### config.mk
export PLATFORM = sky130hd
export DESIGN_NAME = hazard_ctrl
export DESIGN_NICKNAME = d
export VERILOG_FILES = /design/src/rtl/hazard_ctrl.sv
export SDC_FILE = /design/constraint.sdc
export NUM_CORES = 1
export LEC_CHECK = 0
export ABC_AREA = 1
export BUFFER_PORTS_ARGS = -buffer_cell sky130_fd_sc_hd__buf_2
export CELL_PAD_IN_SITES_DETAIL_PLACEMENT = 1
export CELL_PAD_IN_SITES_GLOBAL_PLACEMENT = 2
export CORE_AREA = 2 2 125 127
export CTS_BUF_LIST = sky130_fd_sc_hd__clkbuf_16
export DETAILED_ROUTE_END_ITERATION = 8
export DIE_AREA = 0 0 127 129
export GPL_ROUTABILITY_DRIVEN = 0
export PLACE_DENSITY = 0.85
export SKIP_CTS_REPAIR_TIMING = 1
export SLEW_MARGIN = 20
export SYNTH_ARGS = -nofsm -noshare
export SYNTH_HDL_FRONTEND = slang
export SYNTH_SLANG_ARGS = --single-unit
export TNS_END_PERCENT = 5
### constraint.sdc
create_clock -name clk -period 4.5 [get_ports clk]
set_input_delay 0.9 -clock clk [delete_from_list [all_inputs] [get_ports clk]]
set_output_delay 0.9 -clock clk [all_outputs]
set_load 0.005 [all_outputs]
### src/rtl/hazard_ctrl.sv
`default_nettype none
// ============================================================================
// Module   : hazard_ctrl
// Brief    : Pipeline sequencer for the 5-stage core. Resolves data-memory
//            freezes, taken-branch redirects (immediate or deferred until the
//            IF fetch completes) and load-use hazards. Also keeps saturating
//            stall/redirect performance counters.
// Revision : 1.0 - initial release
// ============================================================================
module hazard_ctrl #(
    parameter int XLEN  = 32,
    parameter int CNT_W = 16
) (
    input  logic             clk,
    input  logic             rst,
    input  logic [4:0]       id_rs1,
    input  logic [4:0]       id_rs2,
    input  logic             id_uses_rs1,
    input  logic             id_uses_rs2,
    input  logic [4:0]       ex_rd,
    input  logic             ex_mem_read,
    input  logic             ex_branch_taken,
    input  logic [XLEN-1:0]  ex_branch_target,
    input  logic             mem_req,
    input  logic             mem_ready,
    input  logic             imem_ready,
    output logic             stall,
    output logic             stall_id,
    output logic             freeze,
    output logic             bubble_ex,
    output logic             flush_id,
    output logic             flush_ex,
    output logic             branch_taken,
    output logic [XLEN-1:0]  branch_target,
    output logic             redirect_pending,
    output logic [CNT_W-1:0] stall_cycles,
    output logic [CNT_W-1:0] redirect_count
);

    typedef enum logic [0:0] {
        RUN     = 1'b0,
        IF_WAIT = 1'b1
    } state_t;

    localparam logic [CNT_W-1:0] CNT_ONE = {{(CNT_W-1){1'b0}}, 1'b1};
    localparam logic [CNT_W-1:0] CNT_MAX = {CNT_W{1'b1}};

    state_t            state_q, state_d;
    logic [XLEN-1:0]   pend_target_q, pend_target_d;
    logic [CNT_W-1:0]  stall_cycles_q, stall_cycles_d;
    logic [CNT_W-1:0]  redirect_count_q, redirect_count_d;

    logic mem_wait;
    logic load_use;

    // Data memory still busy: the whole back end must hold.
    assign mem_wait = mem_req & ~mem_ready;

    // Load in EX whose result a source operand of the ID instruction needs.
    assign load_use = ex_mem_read && (ex_rd != 5'd0) &&
                      ((id_uses_rs1 && (id_rs1 == ex_rd)) ||
                       (id_uses_rs2 && (id_rs2 == ex_rd)));

    // Next state and control outputs; priority is freeze > branch > load-use.
    always_comb begin
        state_d          = state_q;
        pend_target_d    = pend_target_q;
        stall            = 1'b0;
        stall_id         = 1'b0;
        freeze           = 1'b0;
        bubble_ex        = 1'b0;
        flush_id         = 1'b0;
        flush_ex         = 1'b0;
        branch_taken     = 1'b0;
        branch_target    = '0;
        redirect_pending = 1'b0;

        if (rst) begin
            state_d       = RUN;
            pend_target_d = '0;
        end else begin
            redirect_pending = (state_q == IF_WAIT);
            if (mem_wait) begin
                // EX is frozen and will re-present any branch later.
                stall    = 1'b1;
                stall_id = 1'b1;
                freeze   = 1'b1;
            end else begin
                case (state_q)
                    RUN: begin
                        if (ex_branch_taken) begin
                            flush_id = 1'b1;
                            flush_ex = 1'b1;
                            if (imem_ready) begin
                                branch_taken  = 1'b1;
                                branch_target = ex_branch_target;
                            end else begin
                                pend_target_d = ex_branch_target;
                                state_d       = IF_WAIT;
                            end
                        end else if (load_use) begin
                            stall     = 1'b1;
                            stall_id  = 1'b1;
                            bubble_ex = 1'b1;
                        end
                    end
                    IF_WAIT: begin
                        // Drop the wrong-path fetch until IF accepts the redirect.
                        flush_id = 1'b1;
                        if (imem_ready) begin
                            branch_taken  = 1'b1;
                            branch_target = pend_target_q;
                            state_d       = RUN;
                        end
                    end
                    default: state_d = RUN;
                endcase
            end
        end
    end

    // Saturating event counters.
    always_comb begin
        stall_cycles_d   = stall_cycles_q;
        redirect_count_d = redirect_count_q;
        if (stall && (stall_cycles_q != CNT_MAX)) begin
            stall_cycles_d = stall_cycles_q + CNT_ONE;
        end
        if (branch_taken && (redirect_count_q != CNT_MAX)) begin
            redirect_count_d = redirect_count_q + CNT_ONE;
        end
    end

    // State, pending target and counter registers.
    always_ff @(posedge clk or posedge rst) begin
        if (rst) begin
            state_q          <= RUN;
            pend_target_q    <= '0;
            stall_cycles_q   <= '0;
            redirect_count_q <= '0;
        end else begin
            state_q          <= state_d;
            pend_target_q    <= pend_target_d;
            stall_cycles_q   <= stall_cycles_d;
            redirect_count_q <= redirect_count_d;
        end
    end

    assign stall_cycles   = stall_cycles_q;
    assign redirect_count = redirect_count_q;

endmodule
`default_nettype wire

==> results.toml <==
[floorplan]
floorplan.initialDensity_pct = 26.6
floorplan.rows = 45
top_ports = 128
placeableCoreArea_um2 = 15000
die-width_um = 127
die_h_um = 129
design.die.area_um2 = 16400

[timing]
finalHoldViolCount = 0
timing_worst_slew_pin_value_ns = 0.871
max_slew_margin_pct = 41.7
totalNegativeSetupSlack_ns = 0
finalClockSkew_ns = 0.00675
setup-violations-final = 0
period_needed_ns = 3.21
unrepaired_setup_endpoints_after_global_routing = "no"
final_min_period_over_clock_period_pct = 71.3
max_clock_freq_mhz = 312
timing_max_transition_violations_final = 0
fin_worst_hold_slack_ns = 0.527

[cts]
clock_tree.buffer_depth = 2
clkSinkCount = 65
worst_skew_pair.late_latency_ns = 0.34
tritoncts = "done"
ctsHtreeMaxLevel = 3
root_buffer_cell = "sky130_fd_sc_hd__clkbuf_16"
cts_buffers = 9
register_clock_pin_slew_on_the_reported_worst_setup_and_hold_paths_ns = 0.06

[drt]
vias = 4123
route.detailed.wl_per_inst_um = 14.3
post-route-drc-count = 0
totalWireLength_mm = 12.6
number_of_antenna_violating_nets_in_the_routed_design = 0
drt_pre_antenna_iters = 4
vias_per_cell = 4.68
dr.first_iter.drc_count = 154

[logic_synthesis]
synth-compound-area-share_pct = 9.70
synth.top_cells.by_count = "sky130_fd_sc_hd__nand2_1, sky130_fd_sc_hd__inv_1, sky130_fd_sc_hd__dfrtp_1"
synth_flop_cell = "sky130_fd_sc_hd__dfrtp_1"
synthSimpleGateAreaFrac_pct = 33.1
synth_top_family_by_area = "simple AND/OR/NAND/NOR gates"
synth_sequential_area_ratio_pct = 40.8
postSynthAreaPerCell_um2 = 7.00
yosys-mux-area-fraction_pct = 0
netlist-cell-type-count = 28
synthMostInstantiatedCell = "sky130_fd_sc_hd__nand2_1"
synthesis.nets = 627
syn_area_um2 = 3990
synth_edf_count = 0
synth_top_cell_by_area = "sky130_fd_sc_hd__dfrtp_1"
synthesis.yosys.warnings = 0
synth.top_cell.area_share_pct = 40.8
yosys-top-cells-area = "sky130_fd_sc_hd__dfrtp_1, sky130_fd_sc_hd__nand2_1, sky130_fd_sc_hd__nand3_1, sky130_fd_sc_hd__inv_1, sky130_fd_sc_hd__o21ai_0"
synth_seq_cells = 65
post_synth_fa_ha_maj_area_fraction_pct = 0.628
xor_xnor_fraction_of_synth_area_pct = 5.05
async_reset_ff_share_pct = 100
post_synth_inst_count = 569

[critical_path]
setup.reg_to_reg.worst_slack_ns = 1.55
worstSetupPathType = "register to output pin"
worst_setup_path_startpoint = "state_q"
critPathRequiredTime_ns = 3.60
critPathArrivalTime_ns = 2.31
rr_endpoint = "pend_target_q[4]"
start_kind = "register"
crit_path_max_fanout = 34
reg2regPathDepth = 9
critical_path.reg2reg.startpoint = "state_q"
timing.critical_path.to_type = "output pin"

[power_and_ir_drop]
fin_total_pwr_mw = 1.76
vdd_ir_drop_max_mv = 0.258
power.leakage_nw = 2.60
cellPowerDensity_nw_per_um2 = 349

[cells_and_area]
syn2layout_area_growth_pct = 26.6
multi_input_area_um2 = 1930
filler_instances = 1924
final_layout_size_suffix_gt1_share_pct = 23.4
final_area_um2 = 5040
design.final.nets = 745
ff_latch_area_um2 = 1630

[global_routing]
grt_max_degree = 62
grt_pass1_vias = 4336
grt_pass1_wl_mm = 21.0
initial_antenna_violation_count = 1
gr-total-overflow = 0
groute.usage.overall_pct = 16.1

[placement]
buffer_ports.inserted = 127
place_hpwl_mm = 9.34
dpl-instance-area_um2 = 4750

[worst_hold_path]
hold_path_depth = 2
hold_path.class = "register to register"
holdCritStartpoint = "pend_target_q[28]"
hold-path-endpoint = "pend_target_q[28]"

[run_status]
status = "finished, final reports clean"

[flow_run]
drv_cap = 0
==> routing by layer <==
metal	GRT usage [%]	vias to the layer above	wire [um]
met3	4.57	18	542
met5	0	-	0
met1	19.3	1991	5620
li1	-	2027	-
met2	27.5	87	6200
met4	6.01	0	256
==> through the flow <==
step	setup WS [ns]	utilization (%)	instances
after floorplan	0.808	-	569
after global placement	1.36	31.7	864
after detailed placement	1.25	31.7	864
after CTS	1.23	33.7	880
after global routing	1.05	33.7	881
final	1.29	33.7	881
==> layout by cell type, fill, tap and decap left out, drive strengths merged <==
master and instances:
a21oi 32, buf 131, bufinv 1, clkbuf 9, clkinv 4, clkinvlp 2, dfrtp 65, diode 1
ha 2, inv 78, nand2 185, nand3 61, nand3b 1, nand4 7, nor2 33, nor3 13
nor4 1, o21ai 43, or2 1, xnor2 7, xor2 16
==> state kept, by name, summed over array words and instances (netlist names) <==
register and cells:
state_q 1, stall_cycles 16, pend_target_q 32, redirect_count 16
==> logic make-up after synthesis <==
group / count (synthesis)
and+or+nand+nor: 302
AOI/OAI and AO/OA: 75
buffers and inverters: 102
adders and majority gates: 2
DFF: 65
xor gates and xnor gates: 23
==> final cells by class <==
class / count / share of cell area (%)
well taps: 188 / 4.66
flip-flops and latches: 65 / 32.2
diodes: 1 / 0.0496
clock inverters: 7 / 1.24
clock buffers: 9 / 4.46
repair buffers: 131 / 13.2
multi-input cells: 402 / 38.3
inverters: 78 / 5.83
==> how the worst max path moves through the flow <==
stage                        to  slack, ns  cells past startpoint
4_1_cts                flush_ex       1.23                      7
3_5_place_dp   pend_target_q[5]       1.25                      8
6_report               flush_ex       1.29                      7
3_3_place_gp           stall_id       1.36                      8
2_1_floorplan  pend_target_q[0]       0.81                      2
5_1_grt                flush_ex       1.05                      7
==> worst max-delay path, stage by stage (launching register included) <==
cell and delay, ns:
sky130_fd_sc_hd__dfrtp_1 0.36, sky130_fd_sc_hd__buf_4 0.26, sky130_fd_sc_hd__inv_2 0.15, sky130_fd_sc_hd__nand2_1 0.07
sky130_fd_sc_hd__inv_2 0.48, sky130_fd_sc_hd__nand2_1 0.22, sky130_fd_sc_hd__nor2_1 0.25, sky130_fd_sc_hd__buf_2 0.18
==> power breakdown <==
| group | total, mW | switching [mW] | internal (mW) |
|---|---|---|---|
| combinational | 0.353 | 0.218 | 0.135 |
| clock | 0.688 | 0.266 | 0.422 |
| sequential | 0.721 | 0.0643 | 0.657 |
| total | 1.76 | 0.549 | 1.21 |
(Power assumes the default switching activity.)
